`src/rtl/mem_pkg.sv`:
```
// Shared definitions for the dmem arbiter: window base, requester IDs, arbiter states.
// Latency: n/a (constants and types only).
// Backpressure: n/a.
package mem_pkg;

   localparam logic [31:0] DMEM_BASE = 32'h8000_0000;

   // Requester IDs double as bit positions in the 2-bit req/gnt vectors.
   localparam logic REQ_CORE = 1'b0;
   localparam logic REQ_DBG  = 1'b1;

   typedef enum logic {
      ARB    = 1'b0,
      LOCKED = 1'b1
   } arb_state_t;

endpackage

```
`src/rtl/rr_arb2.sv`:
```
// Two-way round-robin picker: on a conflict the requester that was not granted last wins.
// Latency: purely combinational, no state.
// Backpressure: none; en = 0 suppresses every grant.
//
// Ports:
//   en    in  1  grant enable
//   req   in  2  requests, bit index = requester ID
//   last  in  1  ID of the most recent grant
//   gnt   out 2  one-hot (or zero) grant vector
module rr_arb2
   import mem_pkg::*;
(
   input  logic       en,
   input  logic [1:0] req,
   input  logic       last,
   output logic [1:0] gnt
);

   always_comb begin
      gnt = 2'b00;
      if (en) begin
         if (req == 2'b11) begin
            gnt = (last == REQ_DBG) ? 2'b01 : 2'b10;
         end else begin
            gnt = req;
         end
      end
   end

endmodule

```
`src/rtl/dmem_arbiter.sv`:
```
// Shares single-port dmem between core (C) and debug/loader (D) ports; round-robin with debug lock.
// Latency: grant combinational in the request cycle; response (rvalid/rdata/err) one cycle later.
// Backpressure: requester holds req until gnt; one grant per cycle, locked debug blocks the core.
//
// Ports:
//   clk, rst                         clock, synchronous active-high reset
//   c_req/c_we/c_addr/c_be/c_wdata   core request;   c_gnt, c_rvalid, c_rdata, c_err responses
//   d_req/d_we/d_addr/d_be/d_wdata   debug request;  d_gnt, d_rvalid, d_rdata, d_err responses
//   d_lock                           debug asks to keep the grant across back-to-back accesses
//   mem_en/we/be/addr/wdata, mem_rdata  dmem port, read data valid the cycle after mem_en
module dmem_arbiter
   import mem_pkg::*;
#(
   parameter logic [31:0] DMEM_BASE = mem_pkg::DMEM_BASE,
   parameter int          ADDR_W    = 8,
   parameter int          LOCK_MAX  = 16
)(
   input  logic              clk,
   input  logic              rst,
   input  logic              c_req,
   input  logic              c_we,
   input  logic [31:0]       c_addr,
   input  logic [3:0]        c_be,
   input  logic [31:0]       c_wdata,
   output logic              c_gnt,
   output logic              c_rvalid,
   output logic [31:0]       c_rdata,
   output logic              c_err,
   input  logic              d_req,
   input  logic              d_we,
   input  logic [31:0]       d_addr,
   input  logic [3:0]        d_be,
   input  logic [31:0]       d_wdata,
   input  logic              d_lock,
   output logic              d_gnt,
   output logic              d_rvalid,
   output logic [31:0]       d_rdata,
   output logic              d_err,
   output logic              mem_en,
   output logic              mem_we,
   output logic [3:0]        mem_be,
   output logic [ADDR_W-1:0] mem_addr,
   output logic [31:0]       mem_wdata,
   input  logic [31:0]       mem_rdata
);

   localparam int          CNT_W     = $clog2(LOCK_MAX + 1);
   localparam logic [32:0] WIN_BYTES = 33'(4) << ADDR_W;

   arb_state_t       state_q, state_d;
   logic             last_q, last_d;
   logic [CNT_W-1:0] lock_cnt_q, lock_cnt_d;
   logic             lock_blk_q, lock_blk_d;
   logic             resp_vld_q, resp_own_q, resp_err_q, resp_rd_q;

   logic [1:0]  arb_req, arb_gnt;
   logic        any_gnt, sel_dbg, sel_we, in_range;
   logic [31:0] sel_addr, sel_wdata, offset;
   logic [3:0]  sel_be;

   // While locked the core request is masked, so the picker sees debug alone.
   assign arb_req = {d_req, c_req & (state_q == ARB)};

   rr_arb2 u_rr (
      .en   (!rst),
      .req  (arb_req),
      .last (last_q),
      .gnt  (arb_gnt)
   );

   assign c_gnt   = arb_gnt[REQ_CORE];
   assign d_gnt   = arb_gnt[REQ_DBG];
   assign any_gnt = |arb_gnt;
   assign sel_dbg = arb_gnt[REQ_DBG];

   assign sel_we    = sel_dbg ? d_we    : c_we;
   assign sel_addr  = sel_dbg ? d_addr  : c_addr;
   assign sel_be    = sel_dbg ? d_be    : c_be;
   assign sel_wdata = sel_dbg ? d_wdata : c_wdata;

   // Unsigned wrap makes addresses below the base land far above the window.
   assign offset   = sel_addr - DMEM_BASE;
   assign in_range = {1'b0, offset} < WIN_BYTES;

   assign mem_en    = any_gnt & in_range;
   assign mem_we    = mem_en & sel_we;
   assign mem_be    = sel_be;
   assign mem_addr  = offset[ADDR_W+1:2];
   assign mem_wdata = sel_wdata;

   always_comb begin
      state_d    = state_q;
      last_d     = last_q;
      lock_cnt_d = lock_cnt_q;
      lock_blk_d = lock_blk_q;
      if (any_gnt) begin
         last_d = sel_dbg;
      end
      case (state_q)
         ARB: begin
            if (d_gnt && d_lock && !lock_blk_q) begin
               if (LOCK_MAX <= 1) begin
                  lock_blk_d = 1'b1;   // a single grant already exhausts the lock
               end else begin
                  state_d    = LOCKED;
                  lock_cnt_d = CNT_W'(1);
               end
            end
         end
         LOCKED: begin
            if (!d_lock) begin
               state_d    = ARB;
               lock_cnt_d = '0;
            end else if (d_gnt) begin
               if (lock_cnt_q + CNT_W'(1) == CNT_W'(LOCK_MAX)) begin
                  // Timeout: force release and hand the next conflict to the core.
                  state_d    = ARB;
                  lock_cnt_d = '0;
                  lock_blk_d = 1'b1;
                  last_d     = REQ_DBG;
               end else begin
                  lock_cnt_d = lock_cnt_q + CNT_W'(1);
               end
            end
         end
         default: state_d = ARB;
      endcase
      if (!d_lock) begin
         lock_blk_d = 1'b0;
      end
   end

   always_ff @(posedge clk) begin
      if (rst) begin
         state_q    <= ARB;
         last_q     <= REQ_DBG;
         lock_cnt_q <= '0;
         lock_blk_q <= 1'b0;
         resp_vld_q <= 1'b0;
         resp_own_q <= REQ_CORE;
         resp_err_q <= 1'b0;
         resp_rd_q  <= 1'b0;
      end else begin
         state_q    <= state_d;
         last_q     <= last_d;
         lock_cnt_q <= lock_cnt_d;
         lock_blk_q <= lock_blk_d;
         resp_vld_q <= any_gnt;
         resp_own_q <= sel_dbg;
         resp_err_q <= !in_range;
         resp_rd_q  <= in_range & !sel_we;
      end
   end

   // Reset masks the response combinationally so an in-flight read is dropped at once.
   assign c_rvalid = resp_vld_q && (resp_own_q == REQ_CORE) && !rst;
   assign d_rvalid = resp_vld_q && (resp_own_q == REQ_DBG) && !rst;
   assign c_rdata  = (c_rvalid && resp_rd_q) ? mem_rdata : 32'h0;
   assign d_rdata  = (d_rvalid && resp_rd_q) ? mem_rdata : 32'h0;
   assign c_err    = c_rvalid && resp_err_q;
   assign d_err    = d_rvalid && resp_err_q;

endmodule
```
`config.mk`:
```
export PLATFORM = sky130hd
export DESIGN_NAME = dmem_arbiter
export DESIGN_NICKNAME = d
export VERILOG_FILES = /design/src/rtl/mem_pkg.sv /design/src/rtl/rr_arb2.sv /design/src/rtl/dmem_arbiter.sv
export SDC_FILE = /design/constraint.sdc
export NUM_CORES = 1
export LEC_CHECK = 0
export ABC_AREA = 0
export BUFFER_PORTS_ARGS = -buffer_cell sky130_fd_sc_hd__buf_2
export CAP_MARGIN = 20
export CORE_AREA = 2 2 114 116
export CTS_CLUSTER_DIAMETER = 30
export DETAILED_ROUTE_END_ITERATION = 12
export DIE_AREA = 0 0 116 118
export PLACE_DENSITY = 0.54
export RECOVER_POWER = 100
export SLEW_MARGIN = 20
export SYNTH_ARGS = -nofsm -noshare
export SYNTH_HDL_FRONTEND = slang
export SYNTH_SLANG_ARGS = --single-unit
```
`constraint.sdc`:
```
create_clock -name clk -period 1.35 [get_ports clk]
set_clock_uncertainty 0.05 [all_clocks]
set_input_delay 0.135 -clock clk [delete_from_list [all_inputs] [get_ports clk]]
set_output_delay 0.135 -clock clk [all_outputs]
set_load 0.02 [all_outputs]
```
==> impl_metrics.ini <==
[synthesis]
ys_seq_elements = 12
synth_area_um2 = 1770
yosysSeqAreaShare_pct = 13.6
yosysUniqueCellTypes = 37
syn-num-nets = 490
synthCells = 314
syn_area_per_cell_um2 = 5.63
synth_warnings = 0

[drt]
first_pass_iters = 4
met3_length_um = 664
m1WireLength_um = 4940
top_layer = met4
post_drt_wl_per_cell_um = 15.3
viasPerCell = 4.31
vias = 3460
ant_nets = 0
post-route-drc-count = 0
routed_wl_um = 12200
dr.first_iter.drc_count = 128
wl_met2_um = 6530

[global_routing]
grt_pass1_wl_um = 15300
antenna_found_initial = 0
grt_use_total_pct = 13.9
grt_pass1_vias = 3104
grt_max_degree = 65
grt_overflow = 0

[timing]
hold_violations = 0
fin_crit_ps = 1840
rsz0062_at_grt = yes
worstMarginPinSlew_ps = 351
slew_violations = 0
finalSetupViolations = 120
fin_crit_sh_pct = 136
max_freq_ghz = 0.544
maxSlewHeadroom_pct = 76.4
setup_slack_ps = -488

[floorplanning]
die-area_um2 = 13700
io_pins = 291
core_um2 = 12400
start_util_pct = 14.2
die_w_um = 116
fp.dieH_um = 118
rows = 41

[final_layout]
final_cell_mix = 170 x buf_2, 114 x buf_6, 91 x nand2_2
drive_gt1_share_pct = 81.6
stdcell_count = 802
multi_input_area_um2 = 2000
layout_commonest_cell = buf_2
final_nets = 806
syn_to_final_growth_pct = 213
design_area_um2 = 5530
nFillCells = 1261
final-seq-area_um2 = 243

[clock_tree]
cts_made_buffers = 3
insertion_delay_ps = 240
cts_hold_buffers = 0
cts_max_level = 1
cts_tree = built
clock_sinks = 12
cts-root-buf = clkbuf_16
cts.path.max_buffers = 2
clk_pin_slew_worst_paths_ps = 50

[placement]
portBuffers = 286
dp.cells = 770
routabilityCongestion = 0.805
placed_area_um2 = 3670
dp_hpwl_um = 7520
post-place-ws_ps = -349

[hold_path]
min_from = d_lock
min_to = lock_cnt_q[0]$_SDFFE_PP0P_
hp-class = in2reg
hold_depth = 3

[worst_setup_path]
rrSetupSlack_ps = -230
crit_chain = nand3b_1, a2111oi_4, o2bb2ai_2, and3b_2, buf_6
endpoint_kind = output port
regToRegStartpoint = state_q$_SDFF_PP0_
critPathSlowestCell = a2111oi_4
crit_required_ps = 1160
crit_type = reg2out
path_buf_inv = 1
arrival_ps = 1650
ff2ff_path_depth = 7
r2r_end = state_q$_SDFF_PP0_
cpPeakStageDelay_ps = 360
start_kind = flip-flop
critPathTopFamily = compound AO/OA/AOI/OAI gates
crit_path_max_fanout = 3

[outcome]
status = finished, violations left
violations = setup timing

[power]
vdd_drop_max_mv = 0.569
leakage_nw = 2.76
powerDensity_nw_per_um2 = 417

[flow_run]
max_cap_viol_count = 0
## worst reg2reg max path: stages (launching register included)
cell and delay, ps:
dfxtp_1 300, nand3b_1 270, nand2_4 200, buf_12 140, buf_8 110, clkbuf_16 150, nor4b_4 40, a31o_2 210
## how the worst max path moves through the flow
| stage | start | to | depth (start not counted) |
|---|---|---|---|
| floorplan | c_addr[23] | mem_we | 4 |
| global placement | c_addr[23] | mem_we | 6 |
| detailed placement | c_addr[23] | mem_we | 6 |
| CTS | state_q$_SDFF_PP0_ | mem_we | 5 |
| global route | state_q$_SDFF_PP0_ | mem_we | 5 |
| finish | state_q$_SDFF_PP0_ | mem_we | 5 |
## final cells by class
type	instances	area share [%]
clock buffers	4	1.61
well taps	172	3.89
repair buffers	336	53.3
inverters	5	0.566
multi-input cells	272	36.2
flip-flops and latches	12	4.39
diodes	1	0.0453
## state kept, by name, indices dropped and copies added, names as in the netlist
register	count
resp_vld_q	1
resp_own_q	1
resp_rd_q	1
resp_err_q	1
state_q	1
last_q	1
lock_cnt_q	5
lock_blk_q	1
## through the flow
stage	hold slack, ps	TNS [ps]	utilization, %	total power (W)
after floorplan	235	-207	-	0.000804
after global placement	426	-11330	29.6	0.00126
after detailed placement	437	-11660	29.6	0.00126
after CTS	193	-35300	33.8	0.00195
after global routing	198	-43240	44.5	0.00242
final	190	-35980	44.5	0.00230
## cells by family (layout without fill, tap and decap cells)
| group | Yosys count | in the layout | synth area share, % |
|---|---|---|---|
| and+or+nand+nor | 247 | 247 | 68.3 |
| AOI/OAI and AO/OA | 23 | 23 | 10.1 |
| muxes | 1 | 1 | 0.567 |
| adders and majority gates | 1 | 1 | 0.708 |
| buffers and inverters | 30 | 345 | 6.80 |
| DFF | 12 | 12 | 13.6 |
| other | 0 | 1 | 0 |
## synthesized netlist by cell type
| cell | number | area (um^2) |
|---|---|---|
| nand2_1 | 139 | 522 |
| and3_1 | 64 | 400 |
| clkbuf_1 | 19 | 71.3 |
| dfxtp_1 | 12 | 240 |
| o21ai_0 | 8 | 40.0 |
| nor4_1 | 7 | 43.8 |
| buf_2 | 6 | 30.0 |
| nor2_1 | 6 | 22.5 |
| and2_1 | 5 | 31.3 |
| inv_1 | 4 | 15.0 |
| nand3_1 | 4 | 20.0 |
| nor2b_1 | 4 | 25.0 |
| a21oi_1 | 3 | 15.0 |
| and3b_1 | 3 | 26.3 |
| nand4_1 | 3 | 18.8 |
| nor4b_1 | 3 | 26.3 |
| a31oi_1 | 2 | 12.5 |
| nand2b_1 | 2 | 12.5 |
| o31ai_1 | 2 | 15.0 |
| a2111oi_4 | 1 | 27.5 |
| a211o_1 | 1 | 8.76 |
| a211oi_1 | 1 | 7.51 |
| a31o_2 | 1 | 8.76 |
| a32oi_1 | 1 | 8.76 |
| a41oi_1 | 1 | 8.76 |
| and2b_2 | 1 | 8.76 |
| and4_1 | 1 | 8.76 |
| ha_1 | 1 | 12.5 |
| inv_2 | 1 | 3.75 |
| mux2i_1 | 1 | 10.0 |
| nand3b_1 | 1 | 7.51 |
| nor3_1 | 1 | 5.00 |
| nor3b_1 | 1 | 7.51 |
| o21ba_2 | 1 | 10.0 |
| o2bb2ai_2 | 1 | 15.0 |
| or3b_2 | 1 | 8.76 |
| or4_4 | 1 | 11.3 |
## per-layer routing
layer	vias up	track usage, %
met1	1608	16.7
li1	1711	-
met3	12	3.45
met4	0	2.31
met2	129	24.9
met5	-	0
## report_power, final
| part | switching [W] | leakage (nW) | internal [W] | total [W] |
|---|---|---|---|---|
| sequential | 0.00000615 | 0.0986 | 0.000368 | 0.000374 |
| combinational | 0.000622 | 2.61 | 0.000696 | 0.00132 |
| clock | 0.000163 | 0.0442 | 0.000448 | 0.000610 |
## what timing repair did
action,in CTS,in global routing
pin swaps,5,56
resized for setup,87,290
endpoints found under the setup margin,119,125
setup buffers,5,6
cloned,5,13
Power figures use the tool's default switching activity.
